$ cat src/rtl/pipeline_hazard_ctrl.sv
// Pipeline sequencer: load-use stall, taken-branch flush, debug halt/step FSM
// and saturating stall/flush event counters for the 5-stage core.
module pipeline_hazard_ctrl #(
  parameter int REG_ADDR_W = 5,
  parameter int CNT_W      = 16
) (
  input  logic                  clk,
  input  logic                  reset,
  input  logic                  memread_idex,
  input  logic [REG_ADDR_W-1:0] rd_idex,
  input  logic [REG_ADDR_W-1:0] rs1_ifid,
  input  logic [REG_ADDR_W-1:0] rs2_ifid,
  input  logic                  rs1_used,
  input  logic                  rs2_used,
  input  logic                  branch_taken_exmem,
  input  logic                  dbg_halt,
  input  logic                  dbg_step,
  output logic                  pc_write,
  output logic                  ifid_write,
  output logic                  ctrl_bubble,
  output logic                  flush_ifid,
  output logic                  flush_idex,
  output logic                  flush_exmem,
  output logic                  halted,
  output logic [CNT_W-1:0]      stall_cnt,
  output logic [CNT_W-1:0]      flush_cnt
);

  typedef enum logic [1:0] {
    RUN    = 2'd0,
    HALTED = 2'd1,
    STEP   = 2'd2
  } state_t;

  state_t state_q, state_d;
  logic   load_use;
  logic   ld_stall;

  function automatic logic [CNT_W-1:0] sat_inc(input logic [CNT_W-1:0] v);
    if (&v) return v;
    return v + {{(CNT_W-1){1'b0}}, 1'b1};
  endfunction

  assign load_use = memread_idex && (rd_idex != '0) &&
                    ((rs1_used && (rd_idex == rs1_ifid)) ||
                     (rs2_used && (rd_idex == rs2_ifid)));

  // A taken branch squashes the dependent instruction, and HALTED gating
  // already freezes IF, so only these cycles are true load-use stalls.
  assign ld_stall = load_use && !branch_taken_exmem && (state_q != HALTED);

  always_comb begin
    state_d     = state_q;
    pc_write    = 1'b1;
    ifid_write  = 1'b1;
    ctrl_bubble = 1'b0;
    flush_ifid  = 1'b0;
    flush_idex  = 1'b0;
    flush_exmem = 1'b0;

    unique case (state_q)
      RUN:     if (dbg_halt) state_d = HALTED;
      HALTED:  if (!dbg_halt) state_d = RUN;
               else if (dbg_step) state_d = STEP;
      STEP:    if (!ld_stall) state_d = HALTED;
      default: state_d = RUN;
    endcase

    if (!reset) begin
      pc_write    = 1'b0;
      ifid_write  = 1'b0;
      ctrl_bubble = 1'b1;
      flush_ifid  = 1'b1;
      flush_idex  = 1'b1;
      flush_exmem = 1'b1;
    end else if (branch_taken_exmem) begin
      // Redirect must be captured even while halted, so PC stays enabled.
      ctrl_bubble = 1'b1;
      flush_ifid  = 1'b1;
      flush_idex  = 1'b1;
      flush_exmem = 1'b1;
    end else if (ld_stall || (state_q == HALTED)) begin
      pc_write    = 1'b0;
      ifid_write  = 1'b0;
      ctrl_bubble = 1'b1;
    end
  end

  always_ff @(posedge clk) begin
    if (!reset) begin
      state_q   <= RUN;
      stall_cnt <= '0;
      flush_cnt <= '0;
    end else begin
      state_q <= state_d;
      if (ld_stall)           stall_cnt <= sat_inc(stall_cnt);
      if (branch_taken_exmem) flush_cnt <= sat_inc(flush_cnt);
    end
  end

  assign halted = (state_q == HALTED);

endmodule

$ cat config.mk
export PLATFORM = sky130hd
export DESIGN_NAME = pipeline_hazard_ctrl
export DESIGN_NICKNAME = d
export VERILOG_FILES = /design/src/rtl/pipeline_hazard_ctrl.sv
export SDC_FILE = /design/constraint.sdc
export NUM_CORES = 1
export LEC_CHECK = 0
export ABC_AREA = 1
export CORE_MARGIN = 2
export CORE_UTILIZATION = 52
export DETAILED_ROUTE_END_ITERATION = 6
export GPL_TIMING_DRIVEN = 0
export PLACE_DENSITY = 0.86
export SETUP_SLACK_MARGIN = 0.15
export SLEW_MARGIN = 25
export SYNTH_ARGS = -nofsm -noshare
export SYNTH_HDL_FRONTEND = slang
export SYNTH_SLANG_ARGS = --single-unit
$ cat constraint.sdc
create_clock -name clk -period 3.5 [get_ports clk]
set_clock_uncertainty 0.05 [all_clocks]
set_input_delay 0.525 -clock clk [delete_from_list [all_inputs] [get_ports clk]]
set_output_delay 0.525 -clock clk [all_outputs]
set_load 0.005 [all_outputs]
After elaboration in Yosys (flattened, before gate mapping)
Cells that the tools add are included. Widths: inputs -> output; s select.

Bits of input ports: 23. Bits in registers: 34. Output and inout port bits: 39.

Reductions and logical operators: 16. Equality and inequality tests: 10. Mux-type cells: 21. Add/subtract/negate cells: 2.

Operator list (number): $add 16x1->16 const B (2); $mux 16 (2); $reduce_and 16->1 (2); $mux 1 (14); $eq 5x5->1 (2); $mux 2 (4); $ne 2x2->1 const B (4); $logic_and 1x1->1 (6); $pmux 2 s3 (1); $reduce_bool 5->1 (1); $reduce_and 2->1 (2); $ne 3x3->1 const B (1); $reduce_and 3->1 (1); $eq 2x1->1 const B (1); $eq 2x2->1 const B (1); $logic_not 2->1 (1); $logic_or 1x1->1 (2); $ne 2x1->1 const B (1); $logic_not 1->1 (1).

Depth between registers and ports, before layout
Gate-level depths: netlist of run 1.

Depth in word-level cells: 10. Depth in mapped cells: 11.

Worst setup path before layout of run 1
Ideal clock, no wire load.

Kind: in2out. From: input port reset. To: output port pc_write. Data required time: 2.925 ns. Setup slack: 1.543 ns. Cell stages on the path: 5. Arrival time: 1.382 ns. Cells stage by stage: clkbuf_1 -> inv_1 -> clkbuf_1 -> a21oi_1 -> buf_4.

Cells in the longest elaborated chain, start to end: 1.

RTL lines: from (decl) (RTL line 8) `input logic reset,`; $mux 1; to (decl) (RTL line 18) `output logic pc_write,`.

Every way passes these cells.

Worst setup path after layout of run 1
From: input port rd_idex[4]. To: output port pc_write.

Cells in the longest elaborated chain, start to end: 10. Elaborated cells on any way between the ends: 14.

RTL lines: from (decl) (RTL line 10) `input logic [REG_ADDR_W-1:0] rd_idex,`; $eq 5x5->1, on equally long branches (RTL line 45, 46); $logic_and 1x1->1, on equally long branches (RTL line 45, 46); $logic_or 1x1->1 (RTL line 45) `((rs1_used && (rd_idex == rs1_ifid)) ||`; $logic_and 1x1->1 * (RTL line 44) `assign load_use = memread_idex && (rd_idex != '0) &&`; $logic_and 1x1->1 * (2 in series) (RTL line 50) `assign ld_stall = load_use && !branch_taken_exmem && (state_q != HALTED);`; $logic_or 1x1->1 * (RTL line 82) `end else if (ld_stall || (state_q == HALTED)) begin`; $mux 1 * (RTL line 82); $mux 1 * (RTL line 76) `end else if (branch_taken_exmem) begin`; $mux 1 * (RTL line 69) `if (!reset) begin`.

Mark *: on every way between the ends. The rest lies on a longest branch, timed or not.

==> impl_metrics.yaml, run 1 <==
critical_path:
  r2r-end: "stall_cnt[10]$_SDFFE_PN0P_"
  crit_chain: "clkdlybuf4s50_1 > inv_2 > nand2_1 > nand2_1 > nor2_1 > nand3_1 > nand2_2 > nand2_1 > nand2_1 > a21oi_1 > buf_4 > clkdlybuf4s50_1"
  path_class: "in -> out"
  regToRegSetupSlack_ns: 1.59
  worstSetupStartpointType: "primary input"
  cp_data_arrival_time_ns: 2.42
  worst-path-buf-inv: 4
  timing.critical_path.fanout_max: 5
  cpPeakStageDelay_ns: 0.52
  critical_path.slowest_cell: "clkdlybuf4s50_1"
  critical_path_cell_count: 12
  worst_path_dominant_cell_family: "buffers and inverters"
  crit_path_end_kind: "output port"
  path_common_cell: "nand2_1"
  regToRegStartpoint: "stall_cnt[0]$_SDFFE_PN0P_"
  cp.required_ns: 2.92
  worst-r2r-cell-count: 8
global_routing:
  wire_length_of_the_first_global_routing_pass_mm: 9.49
  grt_antenna_before_repair: 0
  number_of_global_route_vias_before_repair: 2222
  total_grt_usage: 0.240
  grt_max_degree: 12
  grt_overflow: 0
worst_hold_path:
  hold_path.startpoint: "flush_cnt[0]$_SDFFE_PN0P_"
  min_delay_path_depth: 2
  min_to: "flush_cnt[0]$_SDFFE_PN0P_"
  min-delay-path-class: "reg -> reg"
synth:
  synth.avg_cell_area_um2: 6.30
  synthesis.yosys.warnings: 0
  mappedNetlistArea_mm2: 0.00220
  postSynthCellCount: 349
  syn_nets: 374
  synth.ff_latch_count: 34
  yosys.cell_types.count: 29
  yosysSeqAreaShare: 0.310
routing:
  dr_total_vias: 2347
  post_drt_wl_per_cell_um: 11.6
  count_of_unresolved_drc_violations_after_routing: 0
  remaining_antenna_violation_count: 0
  number_of_drc_markers_after_the_initial_detailed_route_iteration: 133
  via_per_inst: 5.03
  detail_route.wirelength_mm: 5.41
  first_pass_iteration_count_of_the_detailed_router: 5
floorplan:
  fp.coreArea_mm2: 0.00403
  ioPinCount: 62
  rows: 23
  fp.dieH_um: 69.0
  fp.dieArea_mm2: 0.00476
  initial_util: 0.546
  die_x_um: 69.0
cts:
  post_cts_resized: 0
  clock_latency_at_the_later_pin_of_the_worst_skew_pair_ns: 0.30
  clk_transition_reported_paths_ns: 0.07
  cts-buffers-inserted: 5
  tritoncts: "built"
  clock_sink_count: 34
  clockRootBuffer: "clkbuf_8"
  cts.path.max_buffers: 2
  postCtsHoldBufs: 0
  htree_levels: 2
  cts_setup_buffers: 0
power_and_ir_drop:
  power_density_mw_per_mm2: 272
  sequentialPowerShare: 0.488
  portion_of_total_power_attributed_to_combinational_logic: 0.120
  cell_internal_pwr_w: 0.000598
  p_leak_nw: 1.13
  power.share.switching: 0.257
  total_switching_power_w: 0.000207
  pwr-share-clk: 0.391
  max_ir_drop_vdd_mv: 0.234
sta:
  final-hold-violation-count: 0
  timing_max_transition_violations_final: 0
  grt_setup_unrepaired: "false"
  max_slew.worst_pin.slew_ns: 0.664
  final.min_clock_period_ns: 2.99
  min_period_over_period: 0.855
  tns_ns: 0
  setup_violations: 0
  final.hold.worst_slack_ns: 0.456
  achievable-frequency_mhz: 334
  timing.slew.headroom: 0.557
place:
  dp_hpwl_mm: 4.09
  port_buffers: 60
  place.gp.congestion: 0.847
  placed_cells_incl_taps: 459
finish:
  core_util_final: 0.734
  area_growth_pct: 34.5
  layout.nets: 441
  num_antenna_cells: 0
  post_layout_nonfiller_instances: 467
  post_route_cells_drive_above_1_share: 0.115
outcome:
  run_status: "complete, no violations"
run:
  maxCapViolCount: 0
## worst reg2reg max path: cells and delay by family, from the launching register on
family,cells,cell delay (ns)
AND/OR/NAND/NOR,5,0.77
buffers and inverters,1,0.21
adder cells (fa/ha/maj),1,0.25
AO/OA/AOI/OAI,1,0.13
flip-flops,1,0.43
## power groups by stage
stage	Sequential [W]	Combinational (W)	Clock (W)
after floorplan	0.000402	0.0000457	0
after global placement	0.000402	0.0000949	0
after detailed placement	0.000402	0.0000970	0
after CTS	0.000393	0.0000974	0.000312
after global routing	0.000393	0.000108	0.000330
final	0.000393	0.0000969	0.000315
## cell usage after synthesis
| cell type | number | area [um^2] |
|---|---|---|
| dfxtp_1 | 34 | 681 |
| inv_1 | 47 | 176 |
| nand3_2 | 1 | 10.0 |
| nand3_1 | 17 | 85.1 |
| nand4_1 | 10 | 62.6 |
| inv_2 | 6 | 22.5 |
| buf_4 | 4 | 30.0 |
| clkbuf_1 | 4 | 15.0 |
| nor3_2 | 1 | 10.0 |
| nand2_2 | 12 | 75.1 |
| nor2_2 | 1 | 6.26 |
| o21ai_1 | 1 | 5.00 |
| xnor2_1 | 5 | 43.8 |
| buf_6 | 1 | 11.3 |
| a21oi_2 | 10 | 87.6 |
| nand2_1 | 98 | 368 |
| or2_2 | 1 | 6.26 |
| o21ai_0 | 9 | 45.0 |
| ha_1 | 2 | 25.0 |
| and3_1 | 1 | 6.26 |
| nor3b_1 | 1 | 7.51 |
| nor3_4 | 1 | 16.3 |
| nand4_2 | 1 | 12.5 |
| a21oi_1 | 17 | 85.1 |
| nor2_1 | 43 | 161 |
| buf_2 | 1 | 5.00 |
| xor2_1 | 10 | 87.6 |
| a31oi_1 | 1 | 6.26 |
| nor3_1 | 9 | 45.0 |
## routing by layer
layer / vias up / wire (um) / global-route usage
met4: 0 / 115 / 0.115
met1: 1038 / 2400 / 0.278
met2: 72 / 2620 / 0.423
met3: 15 / 273 / 0.0424
met5: - / 0 / 0
li1: 1222 / - / -
## per-stage QoR
stage	power (W)	setup WS [ns]	area [um^2]
finish	0.000805	0.506	2960
global route	0.000831	0.354	2960
CTS	0.000803	0.511	2960
detailed placement	0.000499	0.523	2860
global placement	0.000497	0.566	2860
floorplan	0.000447	1.54	2200
## worst max-delay path by stage
| stage | slack (ns) | from | to |
|---|---|---|---|
| 2_1_floorplan | 1.54 | reset | pc_write |
| 3_5_place_dp | 0.52 | rd_idex[0] | pc_write |
| 6_report | 0.51 | rd_idex[4] | pc_write |
| 3_3_place_gp | 0.57 | rd_idex[4] | pc_write |
| 4_1_cts | 0.51 | rd_idex[0] | pc_write |
| 5_1_grt | 0.35 | rd_idex[0] | pc_write |
## state kept, by name, indices dropped and copies added (netlist names)
| name | cells |
|---|---|
| flush_cnt | 16 |
| state_q | 2 |
| stall_cnt | 16 |
## cell type report
class                      instances  area (um^2)
multi-input combinational        252         1260
fill                             347         1070
sequential                        34          681
timing repair buffer              60          601
inverter                          53          199
clock buffer                       6         82.6
tap                               50         62.6
buffer                            10         61.3
clock inverter                     2         12.5
## placed cells by master, fill, tap and decap left out, types with 2 or more instances in the layout
master and count:
nand2_1 98, clkdlybuf4s50_1 60, inv_1 47, nor2_1 43
dfxtp_1 34, nand3_1 17, a21oi_1 17, nand2_2 12
nand4_1 10, xor2_1 10, a21oi_2 10, nor3_1 9
o21ai_0 9, inv_2 6, clkbuf_8 6, xnor2_1 5
clkbuf_1 4, buf_4 4, ha_1 2
## logic make-up (layout without fill, tap and decap cells)
kind of cell,after synthesis,in the layout,share of synthesized area
AND/OR/NAND/NOR,197,197,0.397
buffers and inverters,63,131,0.118
AO/OA/AOI/OAI,38,38,0.104
flip-flops,34,34,0.310
XOR/XNOR,15,15,0.0598
adder cells (fa/ha/maj),2,2,0.0114
No activity file was read; power rests on OpenSTA's default activity.
==> inputs of run 2 (changes only) <==
--- a/config.mk
+++ b/config.mk
@@ -12,7 +12,6 @@
 export GPL_TIMING_DRIVEN = 0
 export PLACE_DENSITY = 0.86
 export SETUP_SLACK_MARGIN = 0.15
-export SLEW_MARGIN = 25
 export SYNTH_ARGS = -nofsm -noshare
 export SYNTH_HDL_FRONTEND = slang
 export SYNTH_SLANG_ARGS = --single-unit
==> results of run 2 <==
The final DEF is identical to that of run 1; final timing and power are the same.
==> inputs of run 3 (changes only) <==
--- a/config.mk
+++ b/config.mk
@@ -6,12 +6,14 @@
 export NUM_CORES = 1
 export LEC_CHECK = 0
 export ABC_AREA = 1
+export CAP_MARGIN = 0
 export CORE_MARGIN = 2
 export CORE_UTILIZATION = 52
 export DETAILED_ROUTE_END_ITERATION = 6
 export GPL_TIMING_DRIVEN = 0
 export PLACE_DENSITY = 0.86
 export SETUP_SLACK_MARGIN = 0.15
+export SKIP_CTS_REPAIR_TIMING = 1
 export SYNTH_ARGS = -nofsm -noshare
 export SYNTH_HDL_FRONTEND = slang
 export SYNTH_SLANG_ARGS = --single-unit
==> results of run 3 <==
The final DEF is identical to that of run 1; final timing and power are the same.
